$ cat config.mk
export PLATFORM = sky130hd
export DESIGN_NAME = access_initiator
export DESIGN_NICKNAME = d
export VERILOG_FILES = /design/src/rtl/access_initiator.sv
export SDC_FILE = /design/constraint.sdc
export NUM_CORES = 1
export LEC_CHECK = 0
export ABC_AREA = 1
export CORE_MARGIN = 2
export CORE_UTILIZATION = 38
export CTS_CLUSTER_SIZE = 28
export DETAILED_ROUTE_END_ITERATION = 7
export GPL_TIMING_DRIVEN = 0
export HOLD_SLACK_MARGIN = 0.03
export PLACE_DENSITY = 0.67
export SYNTH_ARGS = -nofsm -noshare
export SYNTH_HDL_FRONTEND = slang
export SYNTH_SLANG_ARGS = --single-unit
$ cat constraint.sdc
create_clock -name clk -period 1.9 [get_ports clk]
set_input_delay 0.38 -clock clk [delete_from_list [all_inputs] [get_ports clk]]
set_output_delay 0.38 -clock clk [all_outputs]
set_load 0.02 [all_outputs]
$ cat src/rtl/access_initiator.sv
// Host-side initiator: on start, streams a write command plus NREGWR source bytes,
// then a read command, captures the returned byte into result, sends the dummy byte and pulses done.
// dataw/valid are registered; src_addr is combinational and runs one fetch ahead of the byte stream.

module access_initiator #(
   parameter int SIZE_WORD = 8,
   parameter int NREGWR    = 121,
   parameter int NREGR     = 1,
   parameter int RD_ADDR   = 121,
   parameter int GAP       = 0,
   parameter int TIMEOUT   = 16
) (
   input  logic                      clk,
   input  logic                      rst,
   input  logic                      start,
   input  logic                      rd_only,
   output logic                      busy,
   output logic [$clog2(NREGWR)-1:0] src_addr,
   input  logic [SIZE_WORD-1:0]      src_data,
   output logic [SIZE_WORD-1:0]      dataw,
   output logic                      valid,
   input  logic                      ready,
   input  logic [SIZE_WORD-1:0]      datar,
   output logic [SIZE_WORD-1:0]      result,
   output logic                      done,
   output logic                      err
);

   localparam int AW    = $clog2(NREGWR);
   localparam int DRAIN = (GAP > 1) ? GAP : 1;
   localparam int GAPM1 = (GAP > 0) ? GAP - 1 : 0;
   localparam int LW    = $clog2(DRAIN + 1);
   localparam int TW    = $clog2(TIMEOUT + 1);

   localparam logic [AW-1:0]        LAST   = AW'(NREGWR - 1);
   localparam logic [TW-1:0]        TLAST  = TW'(TIMEOUT - 1);
   localparam logic [SIZE_WORD-1:0] WR_CMD = {1'b1, {(SIZE_WORD-1){1'b0}}};
   localparam logic [SIZE_WORD-1:0] RD_CMD = SIZE_WORD'(RD_ADDR);

   // Address space (write + read registers) must fit below the command MSB.
   if ($clog2(NREGWR + NREGR) > SIZE_WORD - 1) begin : g_addr_chk
      $error("access_initiator: register address space does not fit in SIZE_WORD-1 bits");
   end

   typedef enum logic [2:0] {IDLE, WCMD, WDATA, WDRAIN, RCMD, RWAIT, RDUMMY, DONE} state_t;

   state_t           state, next_state;
   logic             fire;
   logic [SIZE_WORD-1:0] fire_dat;
   logic [AW-1:0]    cnt;        // index of the next data byte to emit
   logic [LW-1:0]    low_cnt;    // consecutive valid-low cycles before the current one (saturating)
   logic [TW-1:0]    tcnt;       // cycles spent waiting for ready
   logic             accept, can_gap, can_drain, timeout, rd_end;

   assign accept    = (state == IDLE) && start && !busy;
   // A pulse may be launched at the end of this cycle once the low run including it reaches the spacing.
   assign can_gap   = (GAP == 0) ? 1'b1 : (!valid && (low_cnt >= LW'(GAPM1)));
   assign can_drain = !valid && (low_cnt >= LW'(DRAIN - 1));
   assign timeout   = (tcnt == TLAST);
   assign rd_end    = ready || timeout;

   // State register
   always_ff @(posedge clk) begin
      if (rst) state <= IDLE;
      else     state <= next_state;
   end

   // Next-state logic: each phase waits for its spacing before launching its byte
   always_comb begin
      next_state = state;
      case (state)
         IDLE:    if (accept) begin
                     if (rd_only) next_state = can_gap ? RWAIT : RCMD;
                     else         next_state = can_gap ? WDATA : WCMD;
                  end
         WCMD:    if (can_gap) next_state = WDATA;
         WDATA:   if (can_gap && cnt == LAST) next_state = WDRAIN;
         WDRAIN:  if (can_drain) next_state = RWAIT;
         RCMD:    if (can_gap) next_state = RWAIT;
         RWAIT:   if (rd_end) next_state = can_gap ? DONE : RDUMMY;
         RDUMMY:  if (can_gap) next_state = DONE;
         DONE:    next_state = IDLE;
         default: next_state = IDLE;
      endcase
   end

   // Output decode: which byte is launched this cycle, and the prefetch address
   always_comb begin
      fire     = 1'b0;
      fire_dat = '0;
      src_addr = cnt;
      case (state)
         IDLE:    if (accept && can_gap) begin
                     fire     = 1'b1;
                     fire_dat = rd_only ? RD_CMD : WR_CMD;
                  end
         WCMD:    if (can_gap) begin
                     fire     = 1'b1;
                     fire_dat = WR_CMD;
                  end
         WDATA:   if (can_gap) begin
                     fire     = 1'b1;
                     fire_dat = src_data;
                     if (cnt != LAST) src_addr = cnt + AW'(1);
                  end
         WDRAIN:  if (can_drain) begin
                     fire     = 1'b1;
                     fire_dat = RD_CMD;
                  end
         RCMD:    if (can_gap) begin
                     fire     = 1'b1;
                     fire_dat = RD_CMD;
                  end
         RWAIT:   if (rd_end && can_gap) fire = 1'b1;
         RDUMMY:  if (can_gap) fire = 1'b1;
         default: ;
      endcase
   end

   // Registered outputs, byte counter, spacing and timeout counters
   always_ff @(posedge clk) begin
      if (rst) begin
         valid   <= 1'b0;
         dataw   <= '0;
         done    <= 1'b0;
         busy    <= 1'b0;
         err     <= 1'b0;
         result  <= '0;
         cnt     <= '0;
         low_cnt <= '0;
         tcnt    <= '0;
      end else begin
         valid <= fire;
         dataw <= fire_dat;
         done  <= (state == DONE);

         if (accept)    busy <= 1'b1;
         else if (done) busy <= 1'b0;

         if (valid)                     low_cnt <= '0;
         else if (low_cnt != LW'(DRAIN)) low_cnt <= low_cnt + LW'(1);

         if (state == IDLE)                                  cnt <= '0;
         else if (state == WDATA && can_gap && cnt != LAST)  cnt <= cnt + AW'(1);

         if (state != RWAIT) tcnt <= '0;
         else if (!timeout)  tcnt <= tcnt + TW'(1);

         if (state == RWAIT && ready) result <= datar;

         if (accept)                                      err <= 1'b0;
         else if (state == RWAIT && !ready && timeout)    err <= 1'b1;
      end
   end

endmodule

==> results.cfg <==
[synth]
synth_top_family_by_area = simple AND/OR/NAND/NOR gates
yosys-top-cells-count = nand2_1, dfxtp_1, nor2_1
ys_seq_area_frac = 0.448
yosysMostFrequentCell = nand2_1
syn_area_per_cell_sq_um = 7.38
synth_adder_area_share = 0.0320
ys_async_sr_fraction = 0
ys.flop_type = dfxtp_1
synth_area_leaders = dfxtp_1, nand2_1, a21oi_1
synthesis.nets = 237
synth-compound-area-share = 0.122
synth.area.mux_share = 0
yosys.area.top_type_share = 0.448
synth-simple-area-share = 0.302
synth_warnings = 0
synthXorXnorAreaFrac = 0.0216
yosys_register_bits = 35
synth_cells = 212
syn_area_sq_um = 1560
ys_types = 27
synth_edf_count = 0
yosysTopAreaCell = dfxtp_1

[min_path]
hold_path_class = reg -> reg

[sta]
finClkSkew_ns = 0.00422
slew_headroom = 0.691
setup_violations = 2
period_needed_ns = 1.93
fmax_mhz = 519
fin_setup_tns_ns = -0.0293
maxSlewViolCount = 0
period_share = 1.01
setup_ws_ns = -0.0276
rsz0062_at_grt = yes
worstMarginPinSlew_ns = 0.464
hold_viol_final = 0

[power_and_ir_drop]
power_density_nw_per_um2 = 1100
p_total_w = 0.00266
power.leakage_nw = 0.970
peakVddDrop_uv = 818

[run_status]
violations = negative setup slack
status = finished with violations

[worst_setup_path]
critPathCaptureType = output pin
cp_slowest_cell = dfxtp_4
crit_type = reg -> out
arrival_ns = 1.55
crit_path_start = cnt[1]
cp_cell_sequence = inv_4 -> ha_4 -> nand3_4 -> o21ai_4 -> buf_6 -> xor2_2 -> buf_4
rrSetupSlack_ns = 0.06
reg2reg_depth = 13
reg2reg_from = cnt[1]
r2r_end = state[0]
crit_end = src_addr[0]
cp-start-kind = flip-flop
cp.required_ns = 1.52
crit_path_max_fanout = 4
crit_path_max_incr_delay_ns = 0.37

[routing]
firstDrtPassIters = 4
detail_route.iter0.violations = 51
wl_met3_microns = 301
routed_wirelength_mm = 3.93
dr.max_layer_used = met4
wl_per_cell_microns = 11.7
m1WireLength_mm = 1.67
vias = 1572
drtAntennaViolNets = 0
viasPerCell = 4.69
wl_met2_mm = 1.92
drc = 0

[place]
gp_congestion = 0.837
portBuffers = 47
post-place-ws_ns = -0.308
hpwl_mm = 2.54

[layout]
area_growth_pct = 54.8
final_nets = 309
diodes = 0
drive_above_1_share = 0.225
fillers = 383
final_util = 0.610

[global_routing]
grt_pass1_vias = 1464
grt_overflow = 0
grt_max_degree = 11
grt_pass1_wl_mm = 6.04
grt_usage = 0.171
antenna_found_initial = 0

[cts]
cts.reportedPaths.clkPinSlew_ns = 0.07
clockBufferDepth = 2
cts_tree = done
numCtsBuffers = 5
insertion_delay_ns = 0.28
cts_root_buf = clkbuf_8
cts_sinks = 35
h-tree-depth = 2

[die]
fp.dieW_microns = 68.2
coreArea_sq_um = 3970
fp-row-count = 23
chipHeight_microns = 68.2
die_area_sq_um = 4650
ios = 48
initial_core_util = 0.394

[flow_run]
cap_viol_max_count = 0
-- cell type report --
cell class	instances	area, sq um	share of cell area
Tap cell	50	62.6	0.0258
Sequential cell	35	714	0.295
Buffer	6	41.3	0.0171
Multi-Input combinational cell	148	807	0.333
Clock buffer	8	100	0.0413
Inverter	23	93.8	0.0388
Timing Repair Buffer	65	602	0.249
-- worst min path at each step --
stage / cells past startpoint / slack, ns / endpoint / start
after floorplan: 2 / 0.44 / tcnt[3] / tcnt[3]
after global placement: 2 / 0.45 / result[1] / result[1]
after detailed placement: 2 / 0.45 / result[5] / result[5]
after CTS: 2 / 0.47 / result[5] / result[5]
after global routing: 2 / 0.48 / result[3] / result[3]
final: 2 / 0.46 / result[5] / result[5]
-- metal layers --
| metal | global-route usage | vias to the layer above |
|---|---|---|
| met5 | 0 | - |
| met4 | 0.0600 | 0 |
| met3 | 0.0526 | 4 |
| met2 | 0.306 | 44 |
| met1 | 0.192 | 701 |
| li1 | - | 823 |
-- where the power goes --
part	leakage, nW	internal, W	switching [W]
Sequential	0.287	0.000853	0.0000786
Combinational	0.631	0.000519	0.000620
Clock	0.0515	0.000331	0.000257
-- timing repair --
| item | 4_1_cts | 5_1_grt |
|---|---|---|
| pin swaps | 6 | 7 |
| hold buffers | 0 | 0 |
| endpoints found under the setup margin | 7 | 10 |
| setup buffers | 12 | 6 |
| resized for setup | 49 | 21 |
-- logic make-up after synthesis --
kind of cell / after synthesis
buffers and inverters: 29
and+or+nand+nor: 106
DFF: 35
adders and majority gates: 4
AOI/OAI and AO/OA: 35
xor gates and xnor gates: 3
-- critical path: cells and delay by family (launching register included) --
kind	cells	cell delay (ns)
AO/OA/AOI/OAI	1	0.17
adder cells (fa/ha/maj)	1	0.13
buffers and inverters	3	0.35
flip-flops	1	0.37
AND/OR/NAND/NOR	1	0.08
XOR/XNOR	1	0.16
-- cell usage in the layout (no fill, tap or decap), types with 3 or more instances in the layout --
| cell | Yosys | layout |
|---|---|---|
| o21ai_0 | 3 | 3 |
| nor2_1 | 29 | 27 |
| clkdlybuf4s50_1 | 0 | 40 |
| clkbuf_8 | 0 | 7 |
| a21oi_1 | 28 | 28 |
| nand3_1 | 18 | 15 |
| buf_4 | 2 | 19 |
| clkbuf_1 | 3 | 4 |
| dfxtp_4 | 0 | 3 |
| buf_6 | 0 | 7 |
| inv_2 | 2 | 4 |
| nand2_2 | 2 | 3 |
| dfxtp_1 | 35 | 30 |
| inv_1 | 21 | 16 |
| nor2_2 | 1 | 3 |
| inv_4 | 0 | 3 |
| nor3_1 | 5 | 5 |
| nand2_1 | 43 | 42 |
-- sequential cells by signal, summed over array words and instances (netlist names) --
name / count
dataw: 8
result: 8
cnt: 7
tcnt: 5
state: 3
busy: 1
done: 1
err: 1
valid: 1
-- per-stage QoR --
step / area (sq um) / cells / hold WS [ns]
after CTS: 2320 / 329 / 0.465
after floorplan: 1560 / 212 / 0.439
final: 2420 / 335 / 0.462
after detailed placement: 2100 / 309 / 0.455
after global routing: 2420 / 335 / 0.484
after global placement: 2100 / 309 / 0.449
(Power assumes the default switching activity.)
